**config.mk**
```make
export PLATFORM = sky130hd
export DESIGN_NAME = pipe_exec_core_flat
export DESIGN_NICKNAME = d
export VERILOG_FILES = /design/src/rtl/pipe_exec_core_if.sv /design/src/rtl/pipe_exec_core.sv /design/src/flat_wrapper.sv
export SDC_FILE = /design/constraint.sdc
export NUM_CORES = 2
export LEC_CHECK = 0
export CORE_UTILIZATION = 50
export CTS_BUF_LIST = sky130_fd_sc_hd__clkbuf_4 sky130_fd_sc_hd__clkbuf_8
export DETAILED_ROUTE_END_ITERATION = 16
export PLACE_DENSITY = 0.66
export SETUP_SLACK_MARGIN = 0.1
export SYNTH_ARGS = -nofsm -noshare
export SYNTH_HDL_FRONTEND = slang
export SYNTH_SLANG_ARGS = --single-unit
```
**constraint.sdc**
```tcl
create_clock -name clk -period 60.7 [get_ports clk]
set_input_delay 18.21 -clock clk [delete_from_list [all_inputs] [get_ports clk]]
set_output_delay 18.21 -clock clk [all_outputs]
set_load 0.03 [all_outputs]
```
**src/rtl/pipe_exec_core_if.sv**
```systemverilog
// rtl/pipe_exec_core_if.sv - issue, retire and debug bundle for pipe_exec_core
interface pipe_exec_core_if #(
    parameter int XLEN = 32,
    parameter int NREG = 32
);
    localparam int AW = $clog2(NREG);

    logic            in_valid;
    logic            in_ready;
    logic [2:0]      in_op;
    logic [AW-1:0]   in_rs;
    logic [AW-1:0]   in_rt;
    logic [AW-1:0]   in_rd;
    logic [XLEN-1:0] in_imm;
    logic            in_use_imm;
    logic            in_we;
    logic            flush;
    logic            wb_valid;
    logic [AW-1:0]   wb_rd;
    logic [XLEN-1:0] wb_data;
    logic [AW-1:0]   dbg_addr;
    logic [XLEN-1:0] dbg_data;
    logic [31:0]     retire_cnt;

    modport master (
        output in_valid, in_op, in_rs, in_rt, in_rd, in_imm, in_use_imm, in_we,
        output flush, dbg_addr,
        input  in_ready, wb_valid, wb_rd, wb_data, dbg_data, retire_cnt
    );

    modport slave (
        input  in_valid, in_op, in_rs, in_rt, in_rd, in_imm, in_use_imm, in_we,
        input  flush, dbg_addr,
        output in_ready, wb_valid, wb_rd, wb_data, dbg_data, retire_cnt
    );
endinterface

```
**src/rtl/pipe_exec_core.sv**
```systemverilog
// rtl/pipe_exec_core.sv - in-order execute pipeline with forwarding, MUL stall and flush
// Stage 1 holds operands (ALU result is combinational there); stages 2..DEPTH hold results.
module pipe_exec_core #(
    parameter int XLEN  = 32,
    parameter int NREG  = 32,
    parameter int DEPTH = 3
) (
    input logic             clk,
    input logic             reset,
    pipe_exec_core_if.slave bus
);
    localparam int AW = $clog2(NREG);
    localparam int SH = $clog2(XLEN);

    localparam logic [2:0] OP_ADD = 3'b000;
    localparam logic [2:0] OP_SUB = 3'b001;
    localparam logic [2:0] OP_AND = 3'b010;
    localparam logic [2:0] OP_OR  = 3'b011;
    localparam logic [2:0] OP_XOR = 3'b100;
    localparam logic [2:0] OP_SLT = 3'b101;
    localparam logic [2:0] OP_SLL = 3'b110;
    localparam logic [2:0] OP_MUL = 3'b111;

    logic [XLEN-1:0] r_rf [NREG];
    logic            r_valid [1:DEPTH];
    logic [AW-1:0]   r_rd [1:DEPTH];
    logic            r_we [1:DEPTH];
    logic [XLEN-1:0] r_res [2:DEPTH];
    logic [2:0]      r_op1;
    logic            r_mul1;
    logic [XLEN-1:0] r_a1;
    logic [XLEN-1:0] r_b1;
    logic [31:0]     r_retire_cnt;

    logic [XLEN-1:0] w_alu1;
    logic [XLEN-1:0] w_mul1;
    logic [XLEN-1:0] w_op_a;
    logic [XLEN-1:0] w_op_b;
    logic            w_haz_a;
    logic            w_haz_b;
    logic            w_ready;
    logic            w_accept;
    logic            w_retire;

    always_comb begin
        w_alu1 = '0;
        case (r_op1)
            OP_ADD:  w_alu1 = r_a1 + r_b1;
            OP_SUB:  w_alu1 = r_a1 - r_b1;
            OP_AND:  w_alu1 = r_a1 & r_b1;
            OP_OR:   w_alu1 = r_a1 | r_b1;
            OP_XOR:  w_alu1 = r_a1 ^ r_b1;
            OP_SLT:  w_alu1 = {{(XLEN-1){1'b0}}, ($signed(r_a1) < $signed(r_b1))};
            OP_SLL:  w_alu1 = r_a1 << r_b1[SH-1:0];
            default: w_alu1 = '0;
        endcase
    end

    assign w_mul1 = r_a1 * r_b1;

    // Older stages first so the youngest match wins; r0 never matches since r_we excludes rd=0.
    always_comb begin
        w_op_a  = r_rf[bus.in_rs];
        w_op_b  = bus.in_use_imm ? bus.in_imm : r_rf[bus.in_rt];
        w_haz_a = 1'b0;
        w_haz_b = 1'b0;
        for (int k = DEPTH; k >= 2; k--) begin
            if (r_valid[k] && r_we[k] && (r_rd[k] == bus.in_rs))
                w_op_a = r_res[k];
            if (r_valid[k] && r_we[k] && !bus.in_use_imm && (r_rd[k] == bus.in_rt))
                w_op_b = r_res[k];
        end
        if (r_valid[1] && r_we[1] && (r_rd[1] == bus.in_rs)) begin
            if (r_mul1) w_haz_a = 1'b1;
            else        w_op_a  = w_alu1;
        end
        if (r_valid[1] && r_we[1] && !bus.in_use_imm && (r_rd[1] == bus.in_rt)) begin
            if (r_mul1) w_haz_b = 1'b1;
            else        w_op_b  = w_alu1;
        end
    end

    assign w_ready  = !reset && !bus.flush && !w_haz_a && !w_haz_b;
    assign w_accept = bus.in_valid && w_ready;
    assign w_retire = r_valid[DEPTH] && !bus.flush;

    always_ff @(posedge clk or posedge reset) begin
        if (reset) begin
            for (int i = 0; i < NREG; i++) r_rf[i] <= '0;
            for (int k = 1; k <= DEPTH; k++) begin
                r_valid[k] <= 1'b0;
                r_rd[k]    <= '0;
                r_we[k]    <= 1'b0;
            end
            for (int k = 2; k <= DEPTH; k++) r_res[k] <= '0;
            r_op1        <= '0;
            r_mul1       <= 1'b0;
            r_a1         <= '0;
            r_b1         <= '0;
            r_retire_cnt <= '0;
        end else begin
            r_valid[1] <= w_accept;
            r_rd[1]    <= bus.in_rd;
            r_we[1]    <= bus.in_we && (bus.in_rd != '0);
            r_op1      <= bus.in_op;
            r_mul1     <= (bus.in_op == OP_MUL);
            r_a1       <= w_op_a;
            r_b1       <= w_op_b;

            r_valid[2] <= r_valid[1] && !bus.flush;
            r_rd[2]    <= r_rd[1];
            r_we[2]    <= r_we[1];
            r_res[2]   <= r_mul1 ? w_mul1 : w_alu1;
            for (int k = 3; k <= DEPTH; k++) begin
                r_valid[k] <= r_valid[k-1] && !bus.flush;
                r_rd[k]    <= r_rd[k-1];
                r_we[k]    <= r_we[k-1];
                r_res[k]   <= r_res[k-1];
            end

            if (w_retire && r_we[DEPTH])
                r_rf[r_rd[DEPTH]] <= r_res[DEPTH];
            if (w_retire)
                r_retire_cnt <= r_retire_cnt + 32'd1;
        end
    end

    assign bus.in_ready   = w_ready;
    assign bus.wb_valid   = w_retire;
    assign bus.wb_rd      = (w_retire && r_we[DEPTH]) ? r_rd[DEPTH] : '0;
    assign bus.wb_data    = w_retire ? r_res[DEPTH] : '0;
    assign bus.dbg_data   = r_rf[bus.dbg_addr];
    assign bus.retire_cnt = r_retire_cnt;
endmodule
```
**src/flat_wrapper.sv**
```systemverilog
// flat-port wrapper written by rule: the top's interface ports become plain ports
module pipe_exec_core_flat 
#(
    parameter int XLEN  = 32,
    parameter int NREG  = 32,
    parameter int DEPTH = 3
)
  (clk, reset, bus_in_valid, bus_in_op, bus_in_rs, bus_in_rt, bus_in_rd, bus_in_imm, bus_in_use_imm, bus_in_we, bus_flush, bus_dbg_addr, bus_in_ready, bus_wb_valid, bus_wb_rd, bus_wb_data, bus_dbg_data, bus_retire_cnt);
  pipe_exec_core_if #(.XLEN(XLEN), .NREG(NREG)) bus_i ();
  input logic clk;
  input logic reset;
  input wire logic [$bits(bus_i.in_valid)-1:0] bus_in_valid;
  input wire logic [$bits(bus_i.in_op)-1:0] bus_in_op;
  input wire logic [$bits(bus_i.in_rs)-1:0] bus_in_rs;
  input wire logic [$bits(bus_i.in_rt)-1:0] bus_in_rt;
  input wire logic [$bits(bus_i.in_rd)-1:0] bus_in_rd;
  input wire logic [$bits(bus_i.in_imm)-1:0] bus_in_imm;
  input wire logic [$bits(bus_i.in_use_imm)-1:0] bus_in_use_imm;
  input wire logic [$bits(bus_i.in_we)-1:0] bus_in_we;
  input wire logic [$bits(bus_i.flush)-1:0] bus_flush;
  input wire logic [$bits(bus_i.dbg_addr)-1:0] bus_dbg_addr;
  output wire logic [$bits(bus_i.in_ready)-1:0] bus_in_ready;
  output wire logic [$bits(bus_i.wb_valid)-1:0] bus_wb_valid;
  output wire logic [$bits(bus_i.wb_rd)-1:0] bus_wb_rd;
  output wire logic [$bits(bus_i.wb_data)-1:0] bus_wb_data;
  output wire logic [$bits(bus_i.dbg_data)-1:0] bus_dbg_data;
  output wire logic [$bits(bus_i.retire_cnt)-1:0] bus_retire_cnt;
  assign bus_i.in_valid = bus_in_valid;
  assign bus_i.in_op = bus_in_op;
  assign bus_i.in_rs = bus_in_rs;
  assign bus_i.in_rt = bus_in_rt;
  assign bus_i.in_rd = bus_in_rd;
  assign bus_i.in_imm = bus_in_imm;
  assign bus_i.in_use_imm = bus_in_use_imm;
  assign bus_i.in_we = bus_in_we;
  assign bus_i.flush = bus_flush;
  assign bus_i.dbg_addr = bus_dbg_addr;
  assign bus_in_ready = bus_i.in_ready;
  assign bus_wb_valid = bus_i.wb_valid;
  assign bus_wb_rd = bus_i.wb_rd;
  assign bus_wb_data = bus_i.wb_data;
  assign bus_dbg_data = bus_i.dbg_data;
  assign bus_retire_cnt = bus_i.retire_cnt;
  pipe_exec_core #(.XLEN(XLEN), .NREG(NREG), .DEPTH(DEPTH)) u_core (.clk(clk), .reset(reset), .bus(bus_i));
endmodule
```
## After elaboration in Yosys (flattened, before gate mapping)

Cells that the tools add are included.

- Reductions and logical operators: 29
- $add $sub $neg: 3
- $lt $le $gt $ge: 6
- Multiply operators: 1
- Eq/ne operators: 13
- Multiplexer cells: 28
- Shift-type cells: 1
- Bitwise gates (word level): 7

Operator list:

| cell | number |
|---|---|
| $bwmux W1024 | 1 |
| $mux W32 | 18 |
| $bmux W32 S5 | 3 |
| $pmux W32 S7 | 1 |
| $demux W32 S5 | 1 |
| $add A32 B1 Y32 const B | 1 |
| $add A32 B32 Y32 | 1 |
| $and A32 B32 Y32 | 1 |
| $lt A32 B32 Y1 | 1 |
| $mul A32 B32 Y32 | 1 |
| $or A32 B32 Y32 | 1 |
| $shl A32 B5 Y32 | 1 |
| $sub A32 B32 Y32 | 1 |
| $xor A32 B32 Y32 | 1 |
| $eq A5 B5 Y1 | 6 |
| $ge A6 B6 Y1 const B | 4 |
| $not A5 Y6 | 4 |
| $logic_and A1 B1 Y1 | 22 |
| $eq A3 B3 Y1 const B | 4 |
| $eq A3 B2 Y1 const B | 2 |
| $lt A6 B1 Y1 const B | 1 |
| $logic_not A1 Y1 | 5 |
| $mux W5 | 1 |
| $reduce_bool A5 Y1 | 1 |
| 3 further kinds | 5 |

- Input port bits: 61
- Register bits after elaboration: 1209
- Output and inout port bits: 103

## Logic depth before layout (Yosys ltp)

- Depth after elaboration: 9
- Gate-level depth with buffers: 30

## Least setup slack after synthesis

No wires, ideal clock.

- Path type: input -> output
- From: in bus_dbg_addr[0]
- To: out bus_dbg_data[0]
- Arrival: 20508 ps
- Buffers on the path: 3
- Stages on the path: 6
- Setup slack: 21982 ps
- Cell sequence: clkbuf_1 -> clkbuf_1 -> buf_1 -> mux4_2 -> mux4_2 -> mux2_2

- Cells in the longest elaborated chain, start to end: 4

RTL lines:

| what | RTL line | text |
|---|---|---|
| from (decl) | flat_wrapper.sv:21 | `input wire logic [$bits(bus_i.dbg_addr)-1:0] bus_dbg_addr;` |
| $not A5 Y6 (implied by the code) | pipe_exec_core.sv:132 | `assign bus.dbg_data = r_rf[bus.dbg_addr];` |
| $bmux W32 S5 | pipe_exec_core.sv:132 |  |
| $mux W32 (implied by the code) (2 in series) | pipe_exec_core.sv:132 |  |
| to (decl) | flat_wrapper.sv:26 | `output wire logic [$bits(bus_i.dbg_data)-1:0] bus_dbg_data;` |

Every way passes these cells. The select of a mux whose other input is x is not followed.

## Final worst setup path

- From: in bus_dbg_addr[0]
- To: out bus_dbg_data[26]

Same word-level chain as after synthesis.

==> impl_metrics.ini <==
[global_routing]
grt_pass1_vias = 67300
grt_max_degree = 136
gr-total-overflow = 0
antenna_found_initial = 10
track_usage_pct = 34.4
grt_pass1_wl_um = 467000

[worst_setup_path]
path_cells = buf_8 -> buf_4 -> buf_4 -> mux4_2 -> mux4_2 -> mux2_2 -> clkdlybuf4s50_1
cpMaxStageDelayCell = buf_4
cp.required_ns = 42.49
worst_setup_path_start_kind = input pin
crit_family = buffers and inverters
crit_path_end_kind = output port
arrival_ns = 22.67
cp_max_fo = 80
cpPeakStageDelay_ns = 0.89
crit_type = input pin to output port
cp_num_buf_inv = 4

[power]
switching_share_pct = 27.2
total_leakage_power_nw = 44.9
p_clk_share_pct = 43.3
power_mw = 1.80
p_int_mw = 1.31
ir_drop_mv = 0.0184
p_per_area_mw_per_mm2 = 18.0
p_switching_mw = 0.489
pwr-share-comb_pct = 10.7
p_seq_share_pct = 46.0

[routing]
dr.pass1.iters = 10
finalWirelength_um = 316000
detail-route-antenna-nets = 0
drc = 0
vias_per_cell = 6.88
num_vias = 65600
drt-wirelength-per-cell_um = 33.1
drtIter0Drc = 7444

[logic_synthesis]
synth_edf_count = 0
synth_top_cell_by_area = dfrtp_1
netlist_area_mm2 = 0.0918
synthCells = 7111
ys_types = 100
synth_nets = 7803
synth_top_cell_area_share_pct = 32.9
ys_ff_latch = 1209
synthArstFlopShare_pct = 100
ys_top_cells_by_count = 1,209 x dfrtp_1, 1,067 x mux2_2, 987 x mux4_2, 536 x nor2_1, 475 x inv_1
yosysSeqAreaShare_pct = 32.9
synth_most_common_cell = dfrtp_1
yosys_warnings = 0
avgSynthCellArea_um2 = 12.9
ys.flop_type = dfrtp_1
synth_area_leaders = dfrtp_1 33%, mux4_2 24%, mux2_2 13%

[final_layout]
fillers = 15000
final_util_pct = 54.9
synthToLayoutAreaGrowth_pct = 8.59
drive_gt1_share_pct = 37.5
fin_nets = 7698

[timing]
tightest_slew_ns = 1.20
setup_ws_ns = 19.82
setup_violations = 0
slew_violations = 0
post-route-period-util_pct = 67.3
hold_violations = 0
skew_ns = 0.0440
slew_headroom_pct = 20.3
rsz0062_at_grt = false
max_freq_ghz = 0.0245
fin_setup_tns_ns = 0
post-route-min-period_ns = 40.88

[place]
gp_congestion = 1.02
dp_slack_ns = 19.69
io_buffers = 163
dpl.hpwl_um = 206000

[cts]
clkSinkCount = 1209
cts-root-buf = clkbuf_8
clk_pin_slew_ns = 0.06
tritoncts = done
cts_buffers = 195
cts_htree_levels = 4
postCtsHoldBufs = 0
cts_resized = 0
clkLatencyLatePin_ns = 0.96
cts_buffer_depth = 3
post_cts_buffers = 0

[worst_hold_path]
hp-class = flop to flop

[floorplan]
row_count = 156
core_area_mm2 = 0.182
initial_utilization_pct = 50.6
fp.dieH_um = 431
die_w_um = 431
num_io_pins = 164
dieArea_mm2 = 0.185

[run_status]
status = finished clean

[job]
drv_cap = 0
-- cells in the final DEF (no fill, tap or decap), types with 10 or more instances in the layout --
cell type and n:
mux4_2 987, and2_1 44, nand2_1 335, nor2_4 14, clkinv_2 17, o211ai_1 23
o21ai_0 139, o21bai_1 13, nand4_1 26, and3_1 16, clkbuf_4 55, buf_4 174
nand2b_1 11, o21a_1 16, fa_1 410, clkbuf_8 254, clkdlybuf4s50_1 147, xor2_1 34
xnor2_1 130, nand2_4 14, mux2_2 1067, inv_1 474, or2_2 15, mux2i_1 120
nor4_1 11, a211oi_1 28, nor3_1 43, ha_1 221, nand3_1 27, o31ai_1 10
a21oi_1 215, nor2b_1 12, a21o_1 25, clkinv_1 12, o22ai_1 53, a222oi_1 15
a31oi_1 15, nor2_1 520, dfrtp_1 1205
-- worst paths after layout --
| path | end | slack (ns) | depth (start not counted) | from |
|---|---|---|---|---|
| max | bus_dbg_data[26] | 19.82 | 7 | bus_dbg_addr[0] |
| min | u_core.r_we[1] | 0.38 | 0 | u_core.r_we[2] |
| max reg2reg | u_core.r_res[63] | 51.55 | 25 | u_core.r_b1[2] |
| min reg2reg | u_core.r_we[1] | 0.38 | 0 | u_core.r_we[2] |
| max in group asynchronous | u_core.r_rf[71] | 36.33 | 9 | reset |
| min in group asynchronous | u_core.r_rf[379] | 17.82 | 2 | reset |
-- through the flow --
stage | area [um2] | instances | hold WS, ns
2_1_floorplan | 91800 | 7111 | 0.354
3_3_place_gp | 95400 | 9179 | 0.367
3_5_place_dp | 95400 | 9179 | 0.369
4_1_cts | 99700 | 9522 | 0.383
5_1_grt | 99700 | 9525 | 0.400
6_report | 99700 | 9531 | 0.383
-- state kept, by name, indices dropped and copies added (netlist names) --
signal and flops:
u_core.r_a1 32, u_core.r_rf 1024, u_core.bus.retire_cnt 32, u_core.r_we 3, u_core.r_b1 32, u_core.r_mul1 1
u_core.r_op1 3, u_core.r_res 64, u_core.r_rd 15, u_core.r_valid 3
-- metal layers --
| layer | GRT usage, % | wire (um) | vias to the layer above |
|---|---|---|---|
| met4 | 19.9 | 21000 | 0 |
| li1 | - | - | 26000 |
| met1 | 44.1 | 116000 | 34500 |
| met3 | 7.86 | 30200 | 974 |
| met2 | 53.9 | 149000 | 4092 |
| met5 | 0 | 0 | - |
-- logic make-up (layout without fill, tap and decap cells) --
kind of cell | count (synthesis) | count (layout) | synth area share, %
xor+xnor | 164 | 164 | 1.56
flops | 1209 | 1209 | 32.9
mux | 2175 | 2175 | 38.6
buf+inv | 1127 | 1168 | 4.89
simple gates | 1142 | 1142 | 5.39
other cells | 0 | 9 | 0
compound gates | 663 | 663 | 4.65
fa+ha+maj | 631 | 631 | 11.9
-- power groups by stage --
| stage | clock, mW | combinational, mW | sequential (mW) |
|---|---|---|---|
| 6_report | 0.778 | 0.193 | 0.827 |
| 2_1_floorplan | 0 | 0.126 | 0.840 |
| 5_1_grt | 0.821 | 0.204 | 0.827 |
| 3_5_place_dp | 0 | 0.191 | 0.840 |
| 4_1_cts | 0.787 | 0.192 | 0.826 |
| 3_3_place_gp | 0 | 0.189 | 0.840 |
-- area by class of cell --
type	count	area (um2)	share of cell area, %
antenna	9	22.5	0.0226
clock buffer	309	3910	3.92
clock inverter	34	359	0.360
inverter	491	1850	1.86
multi-input combinational	4775	57400	57.5
sequential	1209	30300	30.3
tap	2370	2970	2.97
timing repair buffer	334	2980	2.99
(Power assumes the default switching activity.)
